### config.mk
export PLATFORM = sky130hd
export DESIGN_NAME = flow_buf_fifo_flat
export DESIGN_NICKNAME = d
export VERILOG_FILES = /design/src/rtl/flow_buf_fifo_if.sv /design/src/rtl/flow_buf_fifo.sv /design/src/flat_wrapper.sv
export SDC_FILE = /design/constraint.sdc
export NUM_CORES = 1
export LEC_CHECK = 0
export BUFFER_PORTS_ARGS = -buffer_cell sky130_fd_sc_hd__buf_4
export CAP_MARGIN = 10
export CELL_PAD_IN_SITES_DETAIL_PLACEMENT = 1
export CELL_PAD_IN_SITES_GLOBAL_PLACEMENT = 1
export CORE_MARGIN = 2
export CORE_UTILIZATION = 45
export CTS_CLUSTER_DIAMETER = 40
export DETAILED_ROUTE_END_ITERATION = 7
export PLACE_DENSITY_LB_ADDON = 0.1
export SYNTH_ARGS = -nofsm -noshare
export SYNTH_HDL_FRONTEND = slang
export SYNTH_SLANG_ARGS = --single-unit
### constraint.sdc
create_clock -name CLK -period 4.9 [get_ports CLK]
set_input_delay 0.245 -clock CLK [delete_from_list [all_inputs] [get_ports CLK]]
set_output_delay 0.245 -clock CLK [all_outputs]
set_load 0.01 [all_outputs]
### src/rtl/flow_buf_fifo_if.sv
// Handshake bundle for flow_buf_fifo: upstream push side, downstream pop side
// and occupancy status.
interface flow_buf_fifo_if #(
   parameter int unsigned WIDTH = 8,
   parameter int unsigned DEPTH = 4
);
   localparam int unsigned CNT_W = $clog2(DEPTH) + 1;

   logic             Valid_i;
   logic [WIDTH-1:0] Data_i;
   logic             Ready_o;
   logic             Valid_o;
   logic [WIDTH-1:0] Data_o;
   logic             Ready_i;
   logic [CNT_W-1:0] Count_o;
   logic             Full_o;
   logic             Empty_o;

   modport slave (
      input  Valid_i, Data_i, Ready_i,
      output Ready_o, Valid_o, Data_o, Count_o, Full_o, Empty_o
   );

   modport master (
      output Valid_i, Data_i, Ready_i,
      input  Ready_o, Valid_o, Data_o, Count_o, Full_o, Empty_o
   );
endinterface

### src/rtl/flow_buf_fifo.sv
// First-word-fall-through FIFO with valid/ready on both sides. Handshake
// outputs come only from registered state, so there is no Valid_i/Ready_i bypass.
module flow_buf_fifo #(
   parameter int unsigned WIDTH = 8,
   parameter int unsigned DEPTH = 4
) (
   input  logic            CLK,
   input  logic            RESET,
   flow_buf_fifo_if.slave  bus
);
   localparam int unsigned PTR_W = $clog2(DEPTH);
   localparam int unsigned CNT_W = PTR_W + 1;

   typedef enum logic [1:0] {
      S_EMPTY,
      S_PARTIAL,
      S_FULL
   } state_t;

   state_t           state_q, state_d;
   logic [PTR_W-1:0] wr_ptr_q, wr_ptr_d;
   logic [PTR_W-1:0] rd_ptr_q, rd_ptr_d;
   logic [CNT_W-1:0] count_q, count_d;
   logic [WIDTH-1:0] mem_q [DEPTH];

   logic push;
   logic pop;
   logic wr_en;

   assign bus.Ready_o = (state_q != S_FULL);
   assign bus.Valid_o = (state_q != S_EMPTY);
   assign bus.Full_o  = (state_q == S_FULL);
   assign bus.Empty_o = (state_q == S_EMPTY);
   assign bus.Count_o = count_q;
   assign bus.Data_o  = mem_q[rd_ptr_q];

   always_comb begin
      push     = bus.Valid_i && (state_q != S_FULL);
      pop      = bus.Ready_i && (state_q != S_EMPTY);
      // Storage is not reset, so block writes explicitly while reset is held.
      wr_en    = push && !RESET;
      state_d  = state_q;
      wr_ptr_d = wr_ptr_q;
      rd_ptr_d = rd_ptr_q;
      count_d  = count_q;

      if (push) wr_ptr_d = wr_ptr_q + PTR_W'(1);
      if (pop)  rd_ptr_d = rd_ptr_q + PTR_W'(1);
      if (push && !pop)      count_d = count_q + CNT_W'(1);
      else if (pop && !push) count_d = count_q - CNT_W'(1);

      unique case (state_q)
         S_EMPTY: begin
            if (push) state_d = S_PARTIAL;
         end
         S_PARTIAL: begin
            if (push && !pop && (count_q == CNT_W'(DEPTH - 1)))
               state_d = S_FULL;
            else if (pop && !push && (count_q == CNT_W'(1)))
               state_d = S_EMPTY;
         end
         S_FULL: begin
            if (pop) state_d = S_PARTIAL;
         end
         default: state_d = S_EMPTY;
      endcase
   end

   always_ff @(posedge CLK or posedge RESET) begin
      if (RESET) begin
         state_q  <= S_EMPTY;
         wr_ptr_q <= '0;
         rd_ptr_q <= '0;
         count_q  <= '0;
      end else begin
         state_q  <= state_d;
         wr_ptr_q <= wr_ptr_d;
         rd_ptr_q <= rd_ptr_d;
         count_q  <= count_d;
      end
   end

   always_ff @(posedge CLK) begin
      if (wr_en) mem_q[wr_ptr_q] <= bus.Data_i;
   end
endmodule
### src/flat_wrapper.sv
// flat-port wrapper written by rule: the top's interface ports become plain ports
module flow_buf_fifo_flat 
#(
   parameter int unsigned WIDTH = 8,
   parameter int unsigned DEPTH = 4
)
  (CLK, RESET, bus_Valid_i, bus_Data_i, bus_Ready_i, bus_Ready_o, bus_Valid_o, bus_Data_o, bus_Count_o, bus_Full_o, bus_Empty_o);
  flow_buf_fifo_if #(.WIDTH(WIDTH), .DEPTH(DEPTH)) bus_i ();
  input  logic CLK;
  input  logic RESET;
  input wire logic [$bits(bus_i.Valid_i)-1:0] bus_Valid_i;
  input wire logic [$bits(bus_i.Data_i)-1:0] bus_Data_i;
  input wire logic [$bits(bus_i.Ready_i)-1:0] bus_Ready_i;
  output wire logic [$bits(bus_i.Ready_o)-1:0] bus_Ready_o;
  output wire logic [$bits(bus_i.Valid_o)-1:0] bus_Valid_o;
  output wire logic [$bits(bus_i.Data_o)-1:0] bus_Data_o;
  output wire logic [$bits(bus_i.Count_o)-1:0] bus_Count_o;
  output wire logic [$bits(bus_i.Full_o)-1:0] bus_Full_o;
  output wire logic [$bits(bus_i.Empty_o)-1:0] bus_Empty_o;
  assign bus_i.Valid_i = bus_Valid_i;
  assign bus_i.Data_i = bus_Data_i;
  assign bus_i.Ready_i = bus_Ready_i;
  assign bus_Ready_o = bus_i.Ready_o;
  assign bus_Valid_o = bus_i.Valid_o;
  assign bus_Data_o = bus_i.Data_o;
  assign bus_Count_o = bus_i.Count_o;
  assign bus_Full_o = bus_i.Full_o;
  assign bus_Empty_o = bus_i.Empty_o;
  flow_buf_fifo #(.WIDTH(WIDTH), .DEPTH(DEPTH)) u_core (.CLK(CLK), .RESET(RESET), .bus(bus_i));
endmodule
# [Word level (Yosys, flattened, before mapping)]
# Memories as Yosys holds them, arrays and structs flattened.
# Cells that the tools add are included.
[classes] eq_ne=8 n_addsub=4 reduce_logical=14 mux=9
[op_table] operator="$mux 2" n=4
[op_table] operator="$logic_and 1x1->1" n=7
[op_table] operator="$mux 3" n=2
[op_table] operator="$pmux 2 s3" n=1
[op_table] operator="$add 2x1->2 const B" n=2
[op_table] operator="$ne 2x1->1 const B" n=2
[op_table] operator="$reduce_bool 2->1" n=2
[op_table] operator="$add 3x1->3 const B" n=1
[op_table] operator="$eq 3x1->1 const B" n=1
[op_table] operator="$eq 3x2->1 const B" n=1
[op_table] operator="$logic_not 1->1" n=3
[op_table] operator="$ne 3x1->1 const B" n=1
[op_table] operator="$reduce_and 3->1" n=1
[op_table] operator="$sub 3x1->3 const B" n=1
[op_table] operator="$eq 2x1->1 const B" n=1
[op_table] operator="$eq 2x2->1 const B" n=1
[op_table] operator="$logic_not 2->1" n=1
[op_table] operator="$mux 1" n=2
[op_table] operator="$ne 2x2->1 const B" n=1
[word_totals] word_cells=40 register_bits=9 input_bits=12 out_inout_bits=15 n_memories=1 ramBits=32
[memory_table] memory="u_core.mem_q" depth=4 width=8 rd=1 rd_clocked_by_memory_dff=0 wr=1 line_no="flow_buf_fifo.sv:24" source="logic [WIDTH-1:0] mem_q [DEPTH];"

# [Longest topological paths before layout]
# Gate-level depths: netlist of the first run.
[logic_depth] ltp_word=8 depth_mapped=7 mapped_depth_nobuf=7

# [Worst setup path after synthesis of the first run]
# Ideal clock, no wire load.
[synth_timing] path_kind="reg2reg" from="reg u_core.state_q[1]" to="mem u_core.mem_q[0][0], enable pin" setup_time_ps=385 arrival_time_ps=1329 period_less_slack_ps=1715 n_path_buf=0 path_slack_ps=3185 required_ps=4515 path_stages_with_launch=4 path_cell_list="dfrtp_1 nand2b_4 nand2_4 nor3b_1"
[synth_between] elab_chain_len=5
[synth_lines] element="start, declared" line_no="flow_buf_fifo.sv:20" source="state_t state_q, state_d;"
[synth_lines] element="start signal, assigned" line_no="flow_buf_fifo.sv:76" source="state_q <= state_d;"
[synth_lines] element="$ne 2x2->1"
[synth_lines] element="via bus_Ready_o" line_no="flat_wrapper.sv:14" source="output wire logic [$bits(bus_i.Ready_o)-1:0] bus_Ready_o;"
[synth_lines] element="$logic_and 1x1->1" line_no="flow_buf_fifo.sv:38" source="push = bus.Valid_i && (state_q != S_FULL);"
[synth_lines] element="$logic_and 1x1->1" line_no="flow_buf_fifo.sv:41" source="wr_en = push && !RESET;"
[synth_lines] element="$mux 1" line_no="flow_buf_fifo.sv:84" source="if (wr_en) mem_q[wr_ptr_q] <= bus.Data_i;"
[synth_lines] element="$mux 1 (implied by the code)" line_no="flow_buf_fifo.sv:84"
[synth_lines] element="end, declared" line_no="flow_buf_fifo.sv:24"
# The timed path passes the listed nets, and every way through them passes these cells.

# [Final worst setup path of the first run]
[layout_timing] from="reg u_core.rd_ptr_q[0]" to="out bus_Data_o[4]"
[layout_between] elab_chain_len=1
[layout_lines] element="start, declared" line_no="flow_buf_fifo.sv:22" source="logic [PTR_W-1:0] rd_ptr_q, rd_ptr_d;"
[layout_lines] element="start signal, assigned" line_no="flow_buf_fifo.sv:78" source="rd_ptr_q <= rd_ptr_d;"
[layout_lines] element="$mem_v2 4x8"
[layout_lines] element="end, declared" line_no="flat_wrapper.sv:16" source="output wire logic [$bits(bus_i.Data_o)-1:0] bus_Data_o;"
# No other way between the ends.

==> results of run 1 <==
==> cell type report <==
type	instances	area share
clock inverters	3	0.0313
repair buffers	30	0.103
inverters	10	0.0182
well taps	48	0.0274
flip-flops and latches	41	0.540
multi-input cells	47	0.249
clock buffers	5	0.0313
==> Yosys cell counts, drive strengths merged <==
cell	count
clkbuf	1
o21bai	1
or2	1
xor2	2
inv	10
nand4b	1
ha	10
nand3	1
nand2b	1
edfxtp	32
nand3b	2
buf	1
xnor2	3
mux2	1
mux2i	1
nor3b	4
o21ai	3
mux4	8
a21oi	3
nand2	5
dfrtp	9
==> report_power, final <==
part           internal [mW]  switching [mW]
Sequential             0.439          0.0798
Combinational          0.227           0.165
Clock                  0.205           0.119
==> cells in the final DEF (no fill, tap or decap) <==
| cell | netlist | routed |
|---|---|---|
| clkbuf_8 | 0 | 5 |
| nor3b_1 | 4 | 3 |
| o21bai_1 | 1 | 1 |
| ha_1 | 10 | 10 |
| xnor2_1 | 2 | 2 |
| mux2i_1 | 1 | 1 |
| inv_4 | 1 | 1 |
| edfxtp_1 | 32 | 32 |
| dlygate4sd3_1 | 0 | 1 |
| xnor2_2 | 1 | 1 |
| nand2b_4 | 1 | 1 |
| nor3b_2 | 0 | 1 |
| mux4_2 | 8 | 8 |
| nand3_1 | 1 | 1 |
| dfrtp_1 | 9 | 9 |
| buf_4 | 0 | 28 |
| mux2_4 | 1 | 1 |
| nand3b_1 | 2 | 2 |
| nand2_1 | 2 | 2 |
| inv_1 | 9 | 9 |
| a21oi_1 | 3 | 3 |
| nand4b_1 | 1 | 1 |
| nand2_4 | 3 | 3 |
| bufinv_16 | 0 | 2 |
| inv_6 | 0 | 1 |
| clkbuf_2 | 1 | 1 |
| or2_4 | 1 | 1 |
| o21ai_0 | 3 | 3 |
| xor2_1 | 2 | 2 |
==> metrics by stage <==
stage / utilization / setup WS (ns) / instances / total power, mW
2_1_floorplan: - / 3.19 / 100 / 0.767
3_3_place_gp: 0.544 / 2.86 / 174 / 0.904
3_5_place_dp: 0.544 / 2.62 / 174 / 0.927
4_1_cts: 0.584 / 2.62 / 183 / 1.25
5_1_grt: 0.587 / 2.73 / 184 / 1.31
6_report: 0.587 / 2.86 / 184 / 1.23
==> worst register-to-register path, delay by kind of cell, from the launching register on <==
| family | cells | cell delay (ns) |
|---|---|---|
| simple gates | 3 | 0.93 |
| flops | 1 | 0.42 |
| buf+inv | 1 | 0.30 |
==> worst min-delay path by stage <==
stage | to | slack, ns | cells past startpoint
4_1_cts | u_core.mem_q[1][7]$_DFFE_PP_ | 0.14 | 1
6_report | u_core.mem_q[1][7]$_DFFE_PP_ | 0.15 | 1
3_5_place_dp | u_core.wr_ptr_q[0]$_DFFE_PP0P_ | 0.28 | 2
2_1_floorplan | u_core.bus.Count_o[0]$_DFFE_PP0P_ | 0.07 | 1
3_3_place_gp | u_core.wr_ptr_q[0]$_DFFE_PP0P_ | 0.26 | 2
5_1_grt | u_core.mem_q[2][0]$_DFFE_PP_ | 0.14 | 1
==> sequential cells by signal, indices dropped and copies added, names as in the netlist <==
name and count:
u_core.bus.Count_o 3, u_core.mem_q 32, u_core.rd_ptr_q 2, u_core.state_q 2, u_core.wr_ptr_q 2
==> routing by layer <==
metal	vias to the layer above	track usage	wire length [um]
li1	442	-	-
met1	488	0.219	1460
met2	22	0.293	1720
met3	2	0.0524	150
met4	0	0.0587	18
met5	-	0	0
==> logic make-up (layout without fill, tap and decap cells) <==
logic type                 after synthesis  in the layout  synth area share
DFF                                     41             41             0.665
and+or+nand+nor                         15             15            0.0687
buffers and inverters                   12             48            0.0316
adders and majority gates               10             10            0.0701
muxes                                   10             10             0.115
AOI/OAI and AO/OA                        7              7            0.0210
xor gates and xnor gates                 5              5            0.0288
==> what timing repair did <==
action                                 CTS  global route
hold buffers                             1             0
setup buffers                            0             0
endpoints found under the hold margin    9             0
gates resized for setup                  0             0
setup endpoints to repair                0             0
==> run metrics, run 1 <==
HP Class primary input to register; reg2reg end u_core.mem_q[2][5]$_DFFE_PP_; global-route wire length before repair 5.53 mm; final hold vios 0; number of cell rows 22; Finish-stage setup viols 0; Max FO, Critical Path 10; CP Launch Point u_core.rd_ptr_q[0]$_DFFE_PP0P_; port buffer count 26; wire length per cell 18.2 um; VDD IR max 0.268 mV; area leader, netlist edfxtp_1; synthesis warning total 0; Worst R2R Setup Slack 2.96 ns; Root Driver clkbuf_8; Final Critical Period 2.04 ns; fin area 2200 um^2; area growth from synthesis to layout 23.1%; Largest stage delay, worst path 0.75 ns; total gr overflow 0; largest net degree at the start of global routing 15; Mapped Area 1780 um^2; Critical Path AT 1.80 ns; Largest delay share family, worst path flip-flops; Avg Cell Area, Syn 17.8 um^2; Die Width 67.0 um; R2R depth 4; area share of the largest cell type after synthesis 0.539; drc violations 0; first-pass iteration count of the detailed router 4; Layout Nets 157; Setup crit end kind primary output; status finished, final reports clean; CP Cell Sequence mux4_2 -> buf_4; H-tree depth 2; number of synthesized register bits 41; slew margin rel. 0.475; post-synth cell types 24; Core Region 3740 um^2; vias in the first global route 1094; Critical Path End bus_Data_o[4]; Initial Utilization 0.477; Slowest-stage cell, CP dfrtp_1; share of cells above drive strength 1 0.397; HP Start bus_Data_i[7]; Leakage 0.892 nW; max_cap viols 0; setup TNS 0 ns; WP depth 2; CTS clk-pin slew, worst paths 0.08 ns; Final Skew 0.00603 ns; DRT iter0 DRCs 49; initial antenna violation count 0; Synth area leaders edfxtp_1, dfrtp_1, mux4_2; Worst-Skew Late Latency 0.29 ns; worst path bufs/invs 1; Max Fclk 489 MHz; unrepaired setup endpoints after global routing false; CTS tree yes; register area share after synthesis 0.665; Synthesized Nets 122; pwr/cell area 562 nW/um^2; Register Area 1190 um^2; vias post-DR 954; GRT Total Usage 0.176; worst hold slack 0.153 ns; Ports 27; Die H 67.0 um; Cells after Synth 100; Max Buffers Root-to-Sink 2; Total Wirelength 3.35 mm; Final Cycle Share 0.417; worst slew pin tran 0.785 ns; DIE AREA 4480 um^2; worst path required time 4.66 ns; startpoint types register; gp weighted congestion 0.677; Post-DP Area 2040 um^2; Num CTS Buffers 5; diode count 0; reg2reg start u_core.state_q[0]$_DFFE_PP0P_; clk sinks 41; vias per inst 5.18; FILL cells 361; Final HPWL DP 2.51 mm; Final Max Slew Viols 0; multi-input logic area 547 um^2; remaining antenna violation count after routing 0; CP Class register to primary output
(Power assumes the default switching activity.)
==> inputs of run 2 (changes only) <==
--- a/config.mk
+++ b/config.mk
@@ -5,6 +5,7 @@
 export SDC_FILE = /design/constraint.sdc
 export NUM_CORES = 1
 export LEC_CHECK = 0
+export ABC_AREA = 1
 export BUFFER_PORTS_ARGS = -buffer_cell sky130_fd_sc_hd__buf_4
 export CAP_MARGIN = 10
 export CELL_PAD_IN_SITES_DETAIL_PLACEMENT = 1
==> constraint.sdc (replaced) <==
create_clock -name CLK -period 1.9 [get_ports CLK]
set_input_delay 0.095 -clock CLK [delete_from_list [all_inputs] [get_ports CLK]]
set_output_delay 0.095 -clock CLK [all_outputs]
set_load 0.01 [all_outputs]
==> run 2 against run 1 <==
Net effect:
- register-to-register slack got worse by 2.6 ns
- non-clock buffer count increased by 6
- clock-buffer cell count rose by 1
- hold slack lost 0.14 ns
- core utilization down 1.7 points
- routed wire length rose by 19%
- clock skew increased by 0.0025 ns
- clock power increased by 110%
- synthesized cell count increased by 60%
- setup slack got worse by 2.6 ns
- global-route usage is 1.1 points higher
- critical path depth up 3
- critical endpoint is now bus_Data_o[5]
- highest routed layer unchanged
==> run metrics, run 2 <==
max_cap viols 0; Synthesized Nets 182; slew margin rel. 0.671; share of cells above drive strength 1 0.251; DRT iter0 DRCs 42; CP Launch Point u_core.rd_ptr_q[0]$_DFFE_PP0P_; Post-synth EDFFs 32; Critical Path End bus_Data_o[5]; pre-CTS setup slack 0.329 ns; Avg Cell Area, Syn 11.8 um^2; post-synth cell types 22; Worst-Skew Late Latency 0.29 ns; HP Class primary input to register; reg2reg end u_core.bus.Count_o[2]$_DFFE_PP0P_; first-pass iteration count of the detailed router 4; Final Cycle Share 0.846; startpoint types register; drc violations 0; Layout Nets 220; vias in the first global route 1309; HP Start bus_Data_i[1]; most common cell after layout, fill and taps aside edfxtp_1; unrepaired setup endpoints after global routing false; number of synthesized register bits 41; Initial Utilization 0.469; DIE AREA 4730 um^2; Final Critical Period 1.61 ns; synthesis warning total 0; GRT Total Usage 0.187; number of cell rows 23; Max Fclk 622 MHz; final worst setup slack 0.292 ns; Largest register FFs 32; CTS tree yes; Synth async-reset ratio 0.220; worst path required time 1.80 ns; Die H 68.8 um; commonest cells after routing, fill and taps aside edfxtp_1, buf_4, inv_1; Post-synth top cells edfxtp_1, inv_1, nand2_1, nor2_1, o21ai_1; final hold vios 0; remaining antenna violation count after routing 0; pwr/cell area 1430 nW/um^2; global-route wire length before repair 6.17 mm; worst slew pin tran 0.492 ns; wire length per cell 16.1 um; Max FO, Critical Path 12; Die Width 68.8 um; diode count 0; setup TNS 0 ns; Num CTS Buffers 5; VDD IR max 0.707 mV; area share of the largest cell type after synthesis 0.509; Finish-stage setup viols 0; Synth area leaders edfxtp_1, dfrtp_1, ha_1; Max Buffers Root-to-Sink 2; register area share after synthesis 0.628; Critical Path AT 1.51 ns; reg2reg start u_core.state_q[1]$_DFFE_PP0P_; leading cell type by number of instances after synthesis edfxtp_1; Cells after Synth 160; Power Total 3.29 mW; Root Driver clkbuf_8; port buffer count 26; H-tree depth 2; Total Wirelength 4.00 mm; Most flops, register u_core.mem_q; total gr overflow 0; Final Max Slew Viols 0; Core Region 4030 um^2; vias post-DR 1243; status finished, final reports clean; area leader, netlist edfxtp_1; clk sinks 41; Worst R2R Setup Slack 0.34 ns; Setup crit end kind primary output; R2R depth 6; Mapped Area 1890 um^2; CP Class register to primary output; CTS clk-pin slew, worst paths 0.08 ns; Final HPWL DP 2.98 mm; Leakage 0.992 nW; CTS-repair resized insts 0; area growth from synthesis to layout 21.4%; Final Skew 0.00848 ns; gp weighted congestion 0.740; vias per inst 4.99; largest net degree at the start of global routing 18; Top FF cell, synth edfxtp_1; initial antenna violation count 0; Ports 27
-- run 2: layout make-up --
type,instances,area (um^2)
Clock buffer,6,72.6
Clock inverter,2,35.0
Timing Repair Buffer,36,283
Tap cell,50,62.6
Fill cell,438,1740
Sequential cell,41,1190
Multi-Input combinational cell,93,568
Inverter,21,86.3
-- run 2: worst min path at each step --
stage	end	slack, ns	cells past startpoint
6_report	u_core.mem_q[0][1]$_DFFE_PP_	0.01	1
5_1_grt	u_core.mem_q[0][1]$_DFFE_PP_	0.0002	1
3_5_place_dp	u_core.rd_ptr_q[0]$_DFFE_PP0P_	0.22	3
2_1_floorplan	u_core.bus.Count_o[0]$_DFFE_PP0P_	-0.05	1
4_1_cts	u_core.mem_q[0][1]$_DFFE_PP_	0.003	1
3_3_place_gp	u_core.rd_ptr_q[0]$_DFFE_PP0P_	0.19	3
-- run 2: timing repair --
action / in CTS / in global routing
endpoints found under the setup margin: 0 / 0
hold buffers: 5 / 0
hold endpoints to repair: 24 / 0
setup buffers: 0 / 0
-- run 2: critical path, cell delays in order, from the launching register on --
cell and delay, ns:
dfrtp_1 0.51, buf_4 0.25, o21a_1 0.19, o21ai_1 0.07, nand2_1 0.07, buf_4 0.15
-- run 2: logic make-up (layout without fill, tap and decap cells) --
group | after synthesis | count (layout) | synth area share
AO/OA/AOI/OAI | 33 | 33 | 0.101
XOR/XNOR | 5 | 5 | 0.0232
adder cells (fa/ha/maj) | 10 | 10 | 0.0662
buffers and inverters | 26 | 65 | 0.0715
flip-flops | 41 | 41 | 0.628
AND/OR/NAND/NOR | 45 | 45 | 0.110
-- run 2: through the flow --
| step | utilization | instance area, um^2 | hold slack, ns | instances |
|---|---|---|---|---|
| detailed placement | 0.530 | 2140 | 0.217 | 236 |
| CTS | 0.569 | 2290 | 0.00313 | 249 |
| floorplan | - | 1890 | -0.0458 | 160 |
| global placement | 0.530 | 2140 | 0.192 | 236 |
| global route | 0.569 | 2290 | 0.000159 | 249 |
| finish | 0.569 | 2290 | 0.0113 | 249 |
-- run 2: where the power goes --
group / switching, mW / internal, mW
Sequential: 0.147 / 1.13
Combinational: 0.744 / 0.590
Clock: 0.288 / 0.390
-- run 2: layer usage --
metal / wire, um / vias to the layer above / track usage / part of all wire
met1: 1770 / 609 / 0.234 / 0.44
met3: 156 / 2 / 0.0487 / 0.039
met2: 2070 / 27 / 0.321 / 0.52
met4: 10 / 0 / 0.0515 / 0.0025
met5: 0 / - / 0 / 0
li1: - / 605 / - / -
==> inputs of run 3 (changes only) <==
--- a/config.mk
+++ b/config.mk
@@ -11,7 +11,7 @@
 export CELL_PAD_IN_SITES_DETAIL_PLACEMENT = 1
 export CELL_PAD_IN_SITES_GLOBAL_PLACEMENT = 1
 export CORE_MARGIN = 2
-export CORE_UTILIZATION = 45
+export CORE_UTILIZATION = 40
 export CTS_CLUSTER_DIAMETER = 40
 export DETAILED_ROUTE_END_ITERATION = 7
 export PLACE_DENSITY_LB_ADDON = 0.1
==> constraint.sdc (replaced) <==
create_clock -name CLK -period 1.33 [get_ports CLK]
set_input_delay 0.0665 -clock CLK [delete_from_list [all_inputs] [get_ports CLK]]
set_output_delay 0.0665 -clock CLK [all_outputs]
set_load 0.01 [all_outputs]
==> run 3 against run 2 <==
Net effect:
- the run now ends with setup timing left
- sequential power rose by 46%
- total power rose by 65%
- largest power group unchanged
- critical endpoint is now bus_Data_o[1]
- sequential cell count did not move
- clock skew fell by 0.00060 ns
- core utilization rose by 1.9 points
==> run metrics, run 3 (same netlist as run 2, synthesis figures left out) <==
HP Start bus_Ready_i; Hold EP u_core.state_q[1]$_DFFE_PP0P_; final hold vios 0; Worst-Skew Late Latency 0.29 ns; CP Cell Sequence buf_6 -> o21a_1 -> o21ai_1 -> nand2_1 -> buf_6; Power Total 5.43 mW; CP Class register to primary output; Max Buffers Root-to-Sink 2; Hold Path Depth 4; vias per inst 4.84; failing checks setup timing; Die Width 72.7 um; Finish-stage setup viols 9; Initial Utilization 0.408; Leakage 1.16 nW; total gr overflow 0; Most flops, register u_core.mem_q; number of cell rows 25; Largest delay share family, worst path flip-flops; Final Cycle Share 1.12; reg2reg end u_core.bus.Count_o[2]$_DFFE_PP0P_; Final Max Slew Viols 0; Final Critical Period 1.49 ns; unrepaired setup endpoints after global routing true; slew margin rel. 0.778; worst path required time 1.26 ns; H-tree depth 2; Num CTS Buffers 5; Final HPWL DP 3.07 mm; Ports 27; Critical Path AT 1.43 ns; clk sinks 41; Root Driver clkbuf_8; first-pass iteration count of the detailed router 4; vias in the first global route 1389; Final Skew 0.00787 ns; R2R depth 10; share of cells above drive strength 1 0.414; drc violations 0; worst slew pin tran 0.333 ns; CP dominant cell by count buf_6; commonest cells after routing, fill and taps aside buf_4, edfxtp_1, o21ai_1, buf_6; initial antenna violation count 0; HP Class primary input to register; global-route wire length before repair 7.04 mm; DIE AREA 5290 um^2; worst hold slack 0.141 ns; CP Launch Point u_core.rd_ptr_q[0]$_DFFE_PP0P_; Max FO, Critical Path 5; startpoint types register; Slowest-stage cell, CP dfrtp_2; most common cell after layout, fill and taps aside buf_4; status complete, but fails checks; Max Fclk 670 MHz; wire length per cell 15.6 um; Largest stage delay, worst path 0.49 ns; CTS tree yes; GRT Total Usage 0.178; VDD IR max 0.831 mV; Layout Nets 248; Worst R2R Setup Slack -0.05 ns; vias post-DR 1359; Largest register FFs 32; Total Wirelength 4.40 mm; area growth from synthesis to layout 44.0%; Core Region 4630 um^2; diode count 0; largest net degree at the start of global routing 19; pwr/cell area 2000 nW/um^2; Setup crit end kind primary output; worst path bufs/invs 2; DRT iter0 DRCs 54; final worst setup slack -0.163 ns; reg2reg start u_core.state_q[0]$_DFFE_PP0P_; port buffer count 26; CTS clk-pin slew, worst paths 0.08 ns; Util after Layout 0.588; Die H 72.7 um; gp weighted congestion 0.723; pre-CTS setup slack -0.0501 ns; remaining antenna violation count after routing 0; max_cap viols 0
-- run 3: where the power goes --
group	internal [mW]	total, mW	switching (mW)
combinational	1.35	2.60	1.25
sequential	1.62	1.87	0.242
clock	0.554	0.966	0.411
-- run 3: final cells by class --
class	count	area (um^2)
clock buffers	6	72.6
clock inverters	2	33.8
fillers	492	1910
inverters	21	91.3
multi-input cells	93	677
flip-flops and latches	41	1190
well taps	54	67.6
repair buffers	64	588
-- run 3: timing repair --
item / CTS / global route
endpoints found under the hold margin: 41 / 0
setup buffers: 10 / 3
gates resized for setup: 25 / 26
pin swaps: 11 / 7
hold buffers: 9 / 0
cloned: 0 / 0
setup endpoints to repair: 43 / 45
-- run 3: per-layer routing --
| metal | routed length (um) | vias to the layer above | share of wire | GRT usage |
|---|---|---|---|---|
| li1 | - | 662 | - | - |
| met3 | 186 | 6 | 0.042 | 0.0414 |
| met1 | 1980 | 662 | 0.45 | 0.246 |
| met2 | 2170 | 29 | 0.49 | 0.282 |
| met5 | 0 | - | 0 | 0 |
| met4 | 53 | 0 | 0.012 | 0.0494 |
-- run 3: worst max path at each step --
stage,endpoint,slack [ns],cells past startpoint
2_1_floorplan,u_core.mem_q[0][0]$_DFFE_PP_,-0.03,5
3_3_place_gp,u_core.bus.Count_o[2]$_DFFE_PP0P_,0.008,6
5_1_grt,bus_Data_o[1],-0.23,5
6_report,bus_Data_o[1],-0.16,5
4_1_cts,bus_Data_o[3],-0.13,5
3_5_place_dp,u_core.bus.Count_o[2]$_DFFE_PP0P_,-0.05,6
-- run 3: worst reg2reg max path, stage by stage (launching register included) --
cell and delay, ns:
dfrtp_2 0.45, inv_2 0.09, nand2_4 0.06, nand2_4 0.08
inv_6 0.05, ha_4 0.27, inv_2 0.04, o21ai_2 0.04
nand2_1 0.07, o21ai_1 0.07, inv_1 0.05
-- run 3: through the flow --
step,instance area (um^2),std cells,TNS [ns]
floorplan,1900,160,-0.982
global placement,2270,252,0
detailed placement,2270,252,-0.212
CTS,2610,279,-1.06
global route,2720,281,-2.10
finish,2720,281,-0.996
